==> src/rtl/time_set_ctrl.sv <==
`default_nettype none
// ============================================================================
// Module      : time_set_ctrl
// Description : Button-driven editor for a 32-bit {mil,hour,min,sec} time
//               value. The current time is copied into four shadow
//               registers, edited field by field, and then written back
//               through an 8-bit bus with one write strobe per field.
//               Each field is written over two cycles: a setup cycle and
//               then a strobe cycle.
// Ports       : clk, rst_n (async, active-low)
//               time_cur[31:0]   current time {mil,hour,min,sec}, binary
//               btn_mode/inc/dec/cancel  one-cycle button pulses
//               time_in[7:0]     value bus to the time register
//               set_mil/hour/minute/second  registered write strobes
//               editing, field[1:0], edit_val[7:0]  display information
//               done             one-cycle pulse at the end of a commit
// Revision    : 1.0 - initial release
// ============================================================================
module time_set_ctrl (
  input  logic        clk,
  input  logic        rst_n,
  input  logic [31:0] time_cur,
  input  logic        btn_mode,
  input  logic        btn_inc,
  input  logic        btn_dec,
  input  logic        btn_cancel,
  output logic [7:0]  time_in,
  output logic        set_mil,
  output logic        set_hour,
  output logic        set_minute,
  output logic        set_second,
  output logic        editing,
  output logic [1:0]  field,
  output logic [7:0]  edit_val,
  output logic        done
);

  // State encoding: EDIT_* states are consecutive, so (state - 1) gives the
  // field index, and (EDIT_SEC + 1) gives COMMIT.
  localparam logic [2:0] S_IDLE      = 3'd0;
  localparam logic [2:0] S_EDIT_MIL  = 3'd1;
  localparam logic [2:0] S_EDIT_HOUR = 3'd2;
  localparam logic [2:0] S_EDIT_MIN  = 3'd3;
  localparam logic [2:0] S_EDIT_SEC  = 3'd4;
  localparam logic [2:0] S_COMMIT    = 3'd5;

  // Highest legal value for each field.
  function automatic logic [7:0] field_limit(input logic [1:0] f);
    case (f)
      2'd0:    field_limit = 8'd1;
      2'd1:    field_limit = 8'd23;
      default: field_limit = 8'd59;
    endcase
  endfunction

  // A loaded value above its limit is replaced by 0.
  function automatic logic [7:0] clamp_load(input logic [7:0] v, input logic [1:0] f);
    clamp_load = (v > field_limit(f)) ? 8'd0 : v;
  endfunction

  logic [2:0] state_q, state_d;
  logic [2:0] step_q, step_d;
  logic [7:0] shadow_q [4];
  logic [7:0] shadow_d [4];

  logic [7:0] time_in_q, time_in_d;
  logic [3:0] strobe_q, strobe_d;   // {mil, hour, minute, second}
  logic       done_q, done_d;

  logic       in_edit;
  logic [2:0] state_m1;
  logic [1:0] cur_f;

  assign in_edit  = (state_q >= S_EDIT_MIL) && (state_q <= S_EDIT_SEC);
  assign state_m1 = state_q - 3'd1;
  assign cur_f    = state_m1[1:0];

  // --------------------------------------------------------------------------
  // State register (also holds shadows and the registered outputs)
  // --------------------------------------------------------------------------
  always_ff @(posedge clk or negedge rst_n) begin
    if (!rst_n) begin
      state_q   <= S_IDLE;
      step_q    <= 3'd0;
      for (int i = 0; i < 4; i++) shadow_q[i] <= 8'd0;
      time_in_q <= 8'd0;
      strobe_q  <= 4'd0;
      done_q    <= 1'b0;
    end else begin
      state_q   <= state_d;
      step_q    <= step_d;
      for (int i = 0; i < 4; i++) shadow_q[i] <= shadow_d[i];
      time_in_q <= time_in_d;
      strobe_q  <= strobe_d;
      done_q    <= done_d;
    end
  end

  // --------------------------------------------------------------------------
  // Next-state logic (state, COMMIT step counter, shadow registers)
  // --------------------------------------------------------------------------
  always_comb begin
    state_d = state_q;
    step_d  = step_q;
    for (int i = 0; i < 4; i++) shadow_d[i] = shadow_q[i];

    case (state_q)
      S_IDLE: begin
        if (btn_mode) begin
          shadow_d[0] = clamp_load(time_cur[31:24], 2'd0);
          shadow_d[1] = clamp_load(time_cur[23:16], 2'd1);
          shadow_d[2] = clamp_load(time_cur[15:8],  2'd2);
          shadow_d[3] = clamp_load(time_cur[7:0],   2'd3);
          state_d     = S_EDIT_MIL;
          step_d      = 3'd0;
        end
      end

      S_EDIT_MIL, S_EDIT_HOUR, S_EDIT_MIN, S_EDIT_SEC: begin
        // Priority: cancel > mode > inc/dec; inc and dec together cancel out.
        if (btn_cancel) begin
          state_d = S_IDLE;
        end else if (btn_mode) begin
          state_d = state_q + 3'd1;
          step_d  = 3'd0;
        end else if (btn_inc && !btn_dec) begin
          shadow_d[cur_f] = (shadow_q[cur_f] >= field_limit(cur_f)) ? 8'd0
                                                                    : shadow_q[cur_f] + 8'd1;
        end else if (btn_dec && !btn_inc) begin
          shadow_d[cur_f] = (shadow_q[cur_f] == 8'd0) ? field_limit(cur_f)
                                                      : shadow_q[cur_f] - 8'd1;
        end
      end

      S_COMMIT: begin
        // Buttons are deliberately not examined here.
        step_d = step_q + 3'd1;
        if (step_q == 3'd7) begin
          state_d = S_IDLE;
          step_d  = 3'd0;
        end
      end

      default: begin
        state_d = S_IDLE;
        step_d  = 3'd0;
      end
    endcase
  end

  // --------------------------------------------------------------------------
  // Output logic. Bus, strobes and done are computed from the *next*
  // state/step and registered, so they are glitch-free and line up with the
  // COMMIT step they belong to. Step s drives field s/2, and odd steps
  // are the strobe cycles.
  // --------------------------------------------------------------------------
  always_comb begin
    time_in_d = 8'd0;
    strobe_d  = 4'd0;
    done_d    = 1'b0;
    if (state_d == S_COMMIT) begin
      time_in_d = shadow_d[step_d[2:1]];
      if (step_d[0]) strobe_d = 4'b1000 >> step_d[2:1];
    end
    if ((state_q == S_COMMIT) && (step_q == 3'd7)) done_d = 1'b1;

    editing  = in_edit;
    field    = in_edit ? cur_f : 2'd0;
    edit_val = in_edit ? shadow_q[cur_f] : 8'd0;
  end

  assign time_in    = time_in_q;
  assign set_mil    = strobe_q[3];
  assign set_hour   = strobe_q[2];
  assign set_minute = strobe_q[1];
  assign set_second = strobe_q[0];
  assign done       = done_q;

endmodule
`default_nettype wire

==> config.mk <==
export PLATFORM = sky130hd
export DESIGN_NAME = time_set_ctrl
export DESIGN_NICKNAME = d
export VERILOG_FILES = /design/src/rtl/time_set_ctrl.sv
export SDC_FILE = /design/constraint.sdc
export NUM_CORES = 1
export LEC_CHECK = 0
export CAP_MARGIN = 15
export CORE_MARGIN = 2
export CORE_UTILIZATION = 44
export DETAILED_ROUTE_END_ITERATION = 8
export GPL_TIMING_DRIVEN = 0
export PLACE_DENSITY = 0.67
export SYNTH_ARGS = -nofsm -noshare
export SYNTH_HDL_FRONTEND = slang
export SYNTH_SLANG_ARGS = --single-unit
==> constraint.sdc <==
create_clock -name clk -period 5.1 [get_ports clk]
set_clock_uncertainty 0.05 [all_clocks]
set_input_delay 0.51 -clock clk [delete_from_list [all_inputs] [get_ports clk]]
set_output_delay 0.51 -clock clk [all_outputs]
set_load 0.02 [all_outputs]
==> impl_results.md, run 1 <==
- Status: complete, no violations
- Crit-path max cell delay: 490 ps
- Worst Hold Class: input port to async pin
- Sw frac: 55.2%
- Seq pwr share: 17.0%
- First-pass GRT wire length: 25800 um
- Nets: 633
- Insertion delay to the later sink of the worst-skew pair: 320 ps
- Via-to-Cell Ratio: 6.73
- Setup violators final: 0
- Pwr Total: 0.00358 W
- Largest net degree at the start of global routing: 33
- FFs w/ async S/R, synth: 100%
- Req. time, crit path: 5290 ps
- Antenna Cells: 0
- Routed WL: 16700 um
- Cell Area, Synth: 0.00435 mm^2
- Dominant synthesized flop cell: dfrtp_1
- Number of primary I/O pins: 62
- Initial core utilization: 44.9%
- Type of origin of the critical path: register
- Area growth, synth to finish: 20.9%
- Worst slew pin tran: 1050 ps
- Static Leak: 2.14 nW
- Leading cell type in the layout, fill and taps excluded: clkdlybuf4s50_1
- FILL cells: 922
- Placed Instances: 703
- Deepest clock path buffer count: 2
- Net Count, Synth: 563
- Post-synth top area cell: dfrtp_1
- Critical path class: register to register
- Worst-case vdd ir drop: 0.375 mV
- Clock Power Share: 7.0%
- Mapped Cells: 507
- Netlist cell types: 84
- Avg WL per Cell: 23.5 um
- First DRT Iteration DRCs: 489
- Minimum clock period: 4870 ps
- Pwr dens: 680 mW/mm^2
- Die height: 103 um
- Non-Filler Instances: 711
- DRC: 0
- Max Fclk: 205 MHz
- Net Switching: 0.00198 W
- Row cnt: 36
- Port buffer count: 60
- Most frequent cells in the layout: clkdlybuf4s50_1, nor2_1, dfrtp_1
- Initial antenna violation count: 0
- Seq/Total Area, Yosys: 29.3%
- Vias post-DR: 4784
- Crit path DAT: 5060 ps
- Max-Cap Viols: 0
- Yosys warning total: 0
- Root buffer cell: clkbuf_8
- Setup TNS: 0 ps
- Post-synth EDFFs: 0
- Share of layout cells above drive strength 1: 10.2%
- Core box area: 0.00968 mm^2
- Comb power frac: 76.0%
- GRT Total Usage: 32.4%
- Total CTS buffers: 5
- Seq cells post-synth: 51
- Final hold slack: 103 ps
- Final Hold Viols: 0
- Placed Area: 0.00516 mm^2
- Sink Count: 51
- Power Internal: 0.00160 W
- Crit path max fanout: 10
- Die area: 0.0107 mm^2
- Worst path bufs/invs: 4
- Finished Cell Area: 0.00526 mm^2
- Synth top area share: 29.3%
- CP Capture Type: register
- RSZ-0062 raised after global routing: false
- Slowest cell on the critical path: ha_1
- Post-route clock period utilization: 95.6%
- Router iterations before antenna repair: 7
- Routed Antenna Nets: 0
- Dpl hpwl: 12700 um
- GP Congestion: 0.981
- Clk pin slew, worst setup/hold paths: 110 ps
- Vias in the first global route: 4545
- Synth Area per Inst: 8.58 um^2
- CTS tree: yes
- Multi-input gate area: 0.00285 mm^2
- Storage cell area: 0.00128 mm^2
- Synth area leaders: dfrtp_1, ha_1, nor2_1, o21ai_0, nand2_1
- Crit-path cells: buf_6 -> inv_1 -> ha_1 -> buf_2 -> mux4_2 -> buf_6 -> ha_1 -> a21o_1 -> a2111oi_4 -> o21a_1 -> and2_1 -> o221ai_1 -> o21ai_0 -> o21ai_0 -> a31oi_1
- H-tree levels: 2
- Width of the chip: 103 um
- Final Slew Violations: 0
- Gr ovfl total: 0
- Slew Limit Headroom: 29.3%
- Crit path max-delay family: compound AO/OA/AOI/OAI gates
## kinds of logic after synthesis
family | Yosys count | share of synthesized area [%]
simple gates | 198 | 24.1
mux | 15 | 6.07
fa+ha+maj | 18 | 5.18
flops | 51 | 29.3
buf+inv | 48 | 5.49
compound gates | 171 | 28.6
xor+xnor | 6 | 1.21
## power groups by stage
stage	clock network (W)	registers, W	logic, W
2_1_floorplan	0	0.000573	0.00185
3_3_place_gp	0	0.000610	0.00257
3_5_place_dp	0	0.000611	0.00260
4_1_cts	0.000255	0.000604	0.00261
5_1_grt	0.000264	0.000622	0.00292
6_report	0.000250	0.000610	0.00272
## per-stage QoR
stage | worst slack, ps | util (%)
2_1_floorplan | 1280 | -
3_3_place_gp | 249 | 52.8
3_5_place_dp | 314 | 53.3
4_1_cts | 280 | 54.2
5_1_grt | 9.39 | 54.3
6_report | 225 | 54.3
## repair_timing
item,CTS,global route
setup endpoints to repair,0,3
setup buffers,0,0
resized for setup,0,2
hold buffers,0,0
## state kept, by name (all words and copies together), names as in the netlist
| register | count |
|---|---|
| time_in | 8 |
| step_q | 3 |
| done | 1 |
| shadow_q | 32 |
| strobe_q | 4 |
| state_q | 3 |
## final timing paths
path,cells past startpoint,slack (ps),end,from
worst max-delay path,15,230,time_in[3],state_q[0]
worst min-delay path,1,100,shadow_q[29],rst_n
worst max register to register,15,230,time_in[3],state_q[0]
worst min register to register,2,530,shadow_q[15],shadow_q[15]
max in group asynchronous,2,4330,state_q[0],rst_n
min in group clk,2,530,shadow_q[15],shadow_q[15]
## cell usage after synthesis (all sizes together), types with 4 or more instances
cell type	instances
a21oi	27
nor4	9
mux2i	5
dfrtp	51
a22o	9
and2	11
o22ai	7
nand2	43
a31oi	7
o21ai	36
nor2	55
nand3b	5
clkbuf	19
inv	18
a22oi	16
and3	11
nor3	18
a2111oi	5
mux4	8
or3	4
xnor2	4
a221oi	6
buf	10
o31ai	7
o21a	4
nor2b	10
ha	18
a21o	8
nand3	14
nand2b	5
## cell type report
cell class	count	share of cell area [%]
timing repair buffer	63	12.1
multi-input combinational	408	54.3
inverter	18	1.29
buffer	30	3.26
clock buffer	6	1.38
tap	133	3.17
sequential	51	24.3
clock inverter	2	0.309
## per-layer routing
metal | vias up | routed length, um | global-route usage (%) | share of wire, %
met5 | - | 0 | 0 | 0
met4 | 0 | 812 | 15.7 | 4.9
met3 | 78 | 1910 | 6.99 | 11
met2 | 353 | 7110 | 46.9 | 43
met1 | 2295 | 6890 | 46.0 | 41
li1 | 2058 | - | - | -
Power figures use the tool's default switching activity.
==> run 2: changes to the inputs <==
--- a/config.mk
+++ b/config.mk
@@ -7,10 +7,10 @@
 export LEC_CHECK = 0
 export CAP_MARGIN = 15
 export CORE_MARGIN = 2
-export CORE_UTILIZATION = 44
+export CORE_UTILIZATION = 56
 export DETAILED_ROUTE_END_ITERATION = 8
 export GPL_TIMING_DRIVEN = 0
-export PLACE_DENSITY = 0.67
+export PLACE_DENSITY = 0.82
 export SYNTH_ARGS = -nofsm -noshare
 export SYNTH_HDL_FRONTEND = slang
 export SYNTH_SLANG_ARGS = --single-unit
==> run 2 against run 1 <==
Clock-buffer cell count unchanged. Critical path type unchanged. Die area down 21%. Combinational power about the same. Sequential cell count unchanged. Clock power up 37%. Utilization up 15 points. Largest cell class unchanged. Maximum frequency down 3.6%.
==> impl_results.md, run 2 (synthesized netlist as in run 1, its figures left out) <==
- Minimum clock period: 5060 ps
- Width of the chip: 92.1 um
- Clk pin slew, worst setup/hold paths: 110 ps
- FF-to-FF path depth: 15
- Biggest register: shadow_q
- Largest net degree at the start of global routing: 35
- Initial antenna violation count: 1
- Met1 wire length: 6470 um
- Post-route clock period utilization: 99.2%
- Number of primary I/O pins: 62
- Port buffer count: 60
- Routed Antenna Nets: 0
- Req. time, crit path: 5250 ps
- CTS tree: yes
- Type of origin of the critical path: register
- Vias post-DR: 4869
- Worst-case vdd ir drop: 0.263 mV
- Max Fclk: 198 MHz
- Vias in the first global route: 4638
- Hold_buf cts: 0
- Area growth, synth to finish: 21.2%
- Most frequent cells in the layout: clkdlybuf4s50_1, nor2_1, dfrtp_1
- Deepest clock path buffer count: 2
- Final Hold Viols: 0
- Routed WL: 17100 um
- Met2 WL post-DR: 7520 um
- Crit path max fanout: 10
- Core box area: 0.00761 mm^2
- Share of layout cells above drive strength 1: 10.2%
- Setup violators final: 0
- Setup WS pre-CTS: 180 ps
- Avg WL per Cell: 25.1 um
- Via-to-Cell Ratio: 7.14
- Leading cell type in the layout, fill and taps excluded: clkdlybuf4s50_1
- Insertion delay to the later sink of the worst-skew pair: 320 ps
- H-tree levels: 2
- Row cnt: 32
- Critical path class: register to register
- Sink Count: 51
- Final Slew Violations: 0
- Max-Cap Viols: 0
- Status: complete, no violations
- Static Leak: 2.17 nW
- Die height: 92.1 um
- CP Capture Type: register
- Setup ws final: 41.7 ps
- Top layer in use: met4
- GP Congestion: 1.08
- Crit path DAT: 5210 ps
- Gr ovfl total: 0
- Pwr Total: 0.00367 W
- DR WL met3: 2350 um
- Worst Hold Class: input port to async pin
- First-pass GRT wire length: 26400 um
- GRT Total Usage: 41.0%
- DRC: 0
- FILL cells: 619
- Slew Limit Headroom: 29.6%
- Worst slew pin tran: 1060 ps
- Dpl hpwl: 12900 um
- Pwr dens: 697 mW/mm^2
- Die area: 0.00849 mm^2
- Root buffer cell: clkbuf_8
- Router iterations before antenna repair: 6
- RSZ-0062 raised after global routing: false
- Nets: 634
- Setup TNS: 0 ps
- Total CTS buffers: 5
- Setup Buffers After CTS: 0
- First DRT Iteration DRCs: 798
- Initial core utilization: 57.2%
- Largest register FFs: 32
==> run 2: timing repair <==
action	in CTS	in global routing
resized for setup	0	4
endpoints found under the hold margin	0	0
endpoints found under the setup margin	0	3
==> run 2: worst max-delay path: stages (launching register included) <==
cell and delay [ps]:
dfrtp_1 500, buf_6 240, inv_1 120, ha_1 520, clkbuf_4 360, mux4_2 410, buf_6 180, ha_1 290
a21o_1 210, a2111oi_4 420, o21a_1 380, a31oi_1 160, o31ai_2 490, o21a_1 220, o21ai_0 90, a31oi_1 310
==> run 2: routing by layer <==
layer  GRT usage [%]  vias up
li1                -     2069
met1            55.2     2289
met2            61.5      435
met3            10.8       76
met4            19.5        0
met5               0        -
==> run 2: final timing paths <==
kind | startpoint | slack [ps] | end
worst max-delay path | state_q[0] | 40 | time_in[3]
worst min-delay path | rst_n | 90 | time_in[0]
worst max register to register | state_q[0] | 40 | time_in[3]
worst min register to register | shadow_q[31] | 500 | shadow_q[31]
max in group asynchronous | rst_n | 4340 | shadow_q[11]
min in group clk | shadow_q[31] | 500 | shadow_q[31]
==> run 2: metrics by stage <==
step	instances	cell area, um^2	util (%)	hold WS, ps
global route	681	5270	69.3	121
CTS	681	5260	69.1	115
detailed placement	673	5120	67.4	445
floorplan	507	4350	-	164
finish	682	5270	69.3	91.1
global placement	669	5080	66.7	454
==> run 2: final cells by class <==
class                      instances  area, um^2  share of cell area (%)
multi-input combinational        408        2860                    54.2
sequential                        51        1280                    24.2
clock inverter                     2        60.1                    1.14
buffer                            30         174                    3.30
timing repair buffer              64         636                    12.1
inverter                          18        67.6                    1.28
tap                              102         128                    2.42
clock buffer                       6        72.6                    1.38
antenna                            1        2.50                  0.0475
==> run 2: report_power, final <==
part	switching, W	total [W]	internal (W)
logic	0.00172	0.00272	0.00101
clock network	0.000147	0.000343	0.000196
registers	0.000110	0.000610	0.000500
total	0.00197	0.00367	0.00170
==> run 3: changes to the inputs <==
--- a/config.mk
+++ b/config.mk
@@ -7,10 +7,10 @@
 export LEC_CHECK = 0
 export CAP_MARGIN = 15
 export CORE_MARGIN = 2
-export CORE_UTILIZATION = 56
+export CORE_UTILIZATION = 25
 export DETAILED_ROUTE_END_ITERATION = 8
 export GPL_TIMING_DRIVEN = 0
-export PLACE_DENSITY = 0.82
 export SYNTH_ARGS = -nofsm -noshare
 export SYNTH_HDL_FRONTEND = slang
 export SYNTH_SLANG_ARGS = --single-unit
+export TNS_END_PERCENT = 50
==> run 3 against run 2 <==
Hold slack improved by 90 ps. Critical path type unchanged. Clock-buffer cell count did not move. Sequential cell count did not move. Sequential share of layout area fell by 0.69 points. Critical path depth did not move. Routed wire length rose by 0.70%. Via count fell by 5.6%. Maximum frequency rose by 1.5%.
==> impl_results.md, run 3 (synthesized netlist as in run 1, its figures left out) <==
- GRT Total Usage: 19.0%
- Reg-to-reg startpoint: state_q[0]
- Avg WL per Cell: 21.5 um
- CP Capture Type: register
- GP Congestion: 0.995
- H-tree levels: 2
- Crit-path max cell delay: 490 ps
- Largest register FFs: 32
- Setup ws final: 117 ps
- Routed Antenna Nets: 0
- Share of layout cells above drive strength 1: 10.2%
- Port buffer count: 60
- Initial core utilization: 25.3%
- Clk pin slew, worst setup/hold paths: 70 ps
- Row cnt: 48
- Seq pwr share: 16.5%
- Fin util: 31.6%
- Final Hold Viols: 0
- Largest net degree at the start of global routing: 28
- Gr ovfl total: 0
- Slew Limit Headroom: 26.8%
- Post-route clock period utilization: 97.7%
- RSZ-0062 raised after global routing: false
- Via-to-Cell Ratio: 5.72
- Slowest cell on the critical path: dfrtp_1
- Comb power frac: 74.3%
- First DRT Iteration DRCs: 663
- Setup WS pre-CTS: 180 ps
- Worst slew pin tran: 1090 ps
- Die height: 136 um
- Sink Count: 51
- Insertion delay to the later sink of the worst-skew pair: 300 ps
- Crit-path cells: buf_6 -> inv_1 -> ha_1 -> clkbuf_4 -> mux4_2 -> buf_6 -> ha_1 -> a21o_1 -> a2111oi_4 -> o21a_1 -> and2_1 -> o221ai_1 -> o21ai_0 -> o21ai_0 -> a31oi_1
- Critical path class: register to register
- Width of the chip: 136 um
- CTS tree: yes
- Non-Filler Instances: 803
- Final Slew Violations: 0
- Net Switching: 0.00201 W
- Vias post-DR: 4595
- Biggest register: shadow_q
- Power Internal: 0.00170 W
- Area growth, synth to finish: 24.8%
- Static Leak: 2.16 nW
- Max Fclk: 201 MHz
- Sw frac: 54.2%
- First-pass GRT wire length: 26500 um
- Antenna Cells: 0
- Router iterations before antenna repair: 5
- FILL cells: 1880
- Most frequent cells in the layout: clkdlybuf4s50_1, nor2_1, dfrtp_1
- Dpl hpwl: 13100 um
- Placed Instances: 795
- Nets: 633
- Clock Power Share: 9.2%
- Initial antenna violation count: 0
- Vias in the first global route: 4436
- Total CTS buffers: 5
- Number of primary I/O pins: 62
- Routed WL: 17200 um
- Core box area: 0.0172 mm^2
- Worst-case vdd ir drop: 0.256 mV
- Type of origin of the critical path: register
- Worst Hold Class: input port to async pin
- Pwr Total: 0.00370 W
- Minimum clock period: 4980 ps
- Pwr dens: 682 mW/mm^2
- Critical Path Source: state_q[0]
- Die area: 0.0185 mm^2
- Flop2flop setup slack: 120 ps
- Max-Cap Viols: 0
- Reg2Reg Capture Point: time_in[3]
- Setup TNS: 0 ps
- Crit path max fanout: 10
- Deepest clock path buffer count: 2
- Crit path DAT: 5140 ps
- Hold_buf cts: 0
- FF-to-FF path depth: 15
- Status: complete, no violations
- DRC: 0
- Setup violators final: 0
- Leading cell type in the layout, fill and taps excluded: clkdlybuf4s50_1
- Root buffer cell: clkbuf_16
- Req. time, crit path: 5260 ps
-- run 3: cell types whose count changed in the layout (fill, tap and decap cells not counted), moves of 2 or more --
cell	before	now
buf_4	3	1
clkbuf_16	0	5
bufinv_16	2	0
clkbuf_8	7	2
o21ai_1	2	0
-- run 3: worst max-delay path by stage --
| stage | to | slack, ps |
|---|---|---|
| 3_3_place_gp | time_in[2] | 130 |
| 2_1_floorplan | time_in[1] | 1280 |
| 5_1_grt | time_in[3] | 30 |
| 6_report | time_in[3] | 120 |
| 4_1_cts | time_in[5] | 130 |
| 3_5_place_dp | time_in[5] | 180 |
-- run 3: what timing repair did --
action                     4_1_cts  5_1_grt
buffers inserted                 0        0
gates resized for setup          0        5
setup endpoints to repair        0        4
-- run 3: through the flow --
| step | instance area, um^2 | hold WS, ps |
|---|---|---|
| after CTS | 5400 | 200 |
| after floorplan | 4350 | 164 |
| after global placement | 5230 | 473 |
| after detailed placement | 5260 | 465 |
| after global routing | 5430 | 220 |
| final | 5430 | 181 |
-- run 3: cell type report --
cell class	instances	area (um^2)	area share [%]
clock buffers	6	129	2.37
repair buffers	63	626	11.5
well taps	225	282	5.19
clock inverters	2	12.5	0.231
inverters	18	67.6	1.25
plain buffers	30	174	3.20
multi-input cells	408	2860	52.7
flip-flops and latches	51	1280	23.5
-- run 3: power by group through the flow --
stage | combinational [W] | sequential (W) | clock (W)
2_1_floorplan | 0.00185 | 0.000573 | 0
3_3_place_gp | 0.00261 | 0.000612 | 0
3_5_place_dp | 0.00261 | 0.000611 | 0
4_1_cts | 0.00263 | 0.000605 | 0.000349
5_1_grt | 0.00292 | 0.000624 | 0.000362
6_report | 0.00275 | 0.000610 | 0.000340
-- run 3: worst max-delay path, delay by kind of cell, from the launching register on --
kind | cells | cell delay, ps
buffers and inverters | 4 | 910
AND/OR/NAND/NOR | 1 | 230
adder cells (fa/ha/maj) | 2 | 780
multiplexers | 1 | 420
AO/OA/AOI/OAI | 7 | 2000
flip-flops | 1 | 490
-- run 3: routing by layer --
| metal | wire, um | track usage [%] | vias up |
|---|---|---|---|
| li1 | - | - | 2079 |
| met2 | 7030 | 27.2 | 309 |
| met4 | 685 | 7.23 | 0 |
| met1 | 7480 | 27.3 | 2157 |
| met5 | 0 | 0 | - |
| met3 | 2050 | 4.59 | 50 |
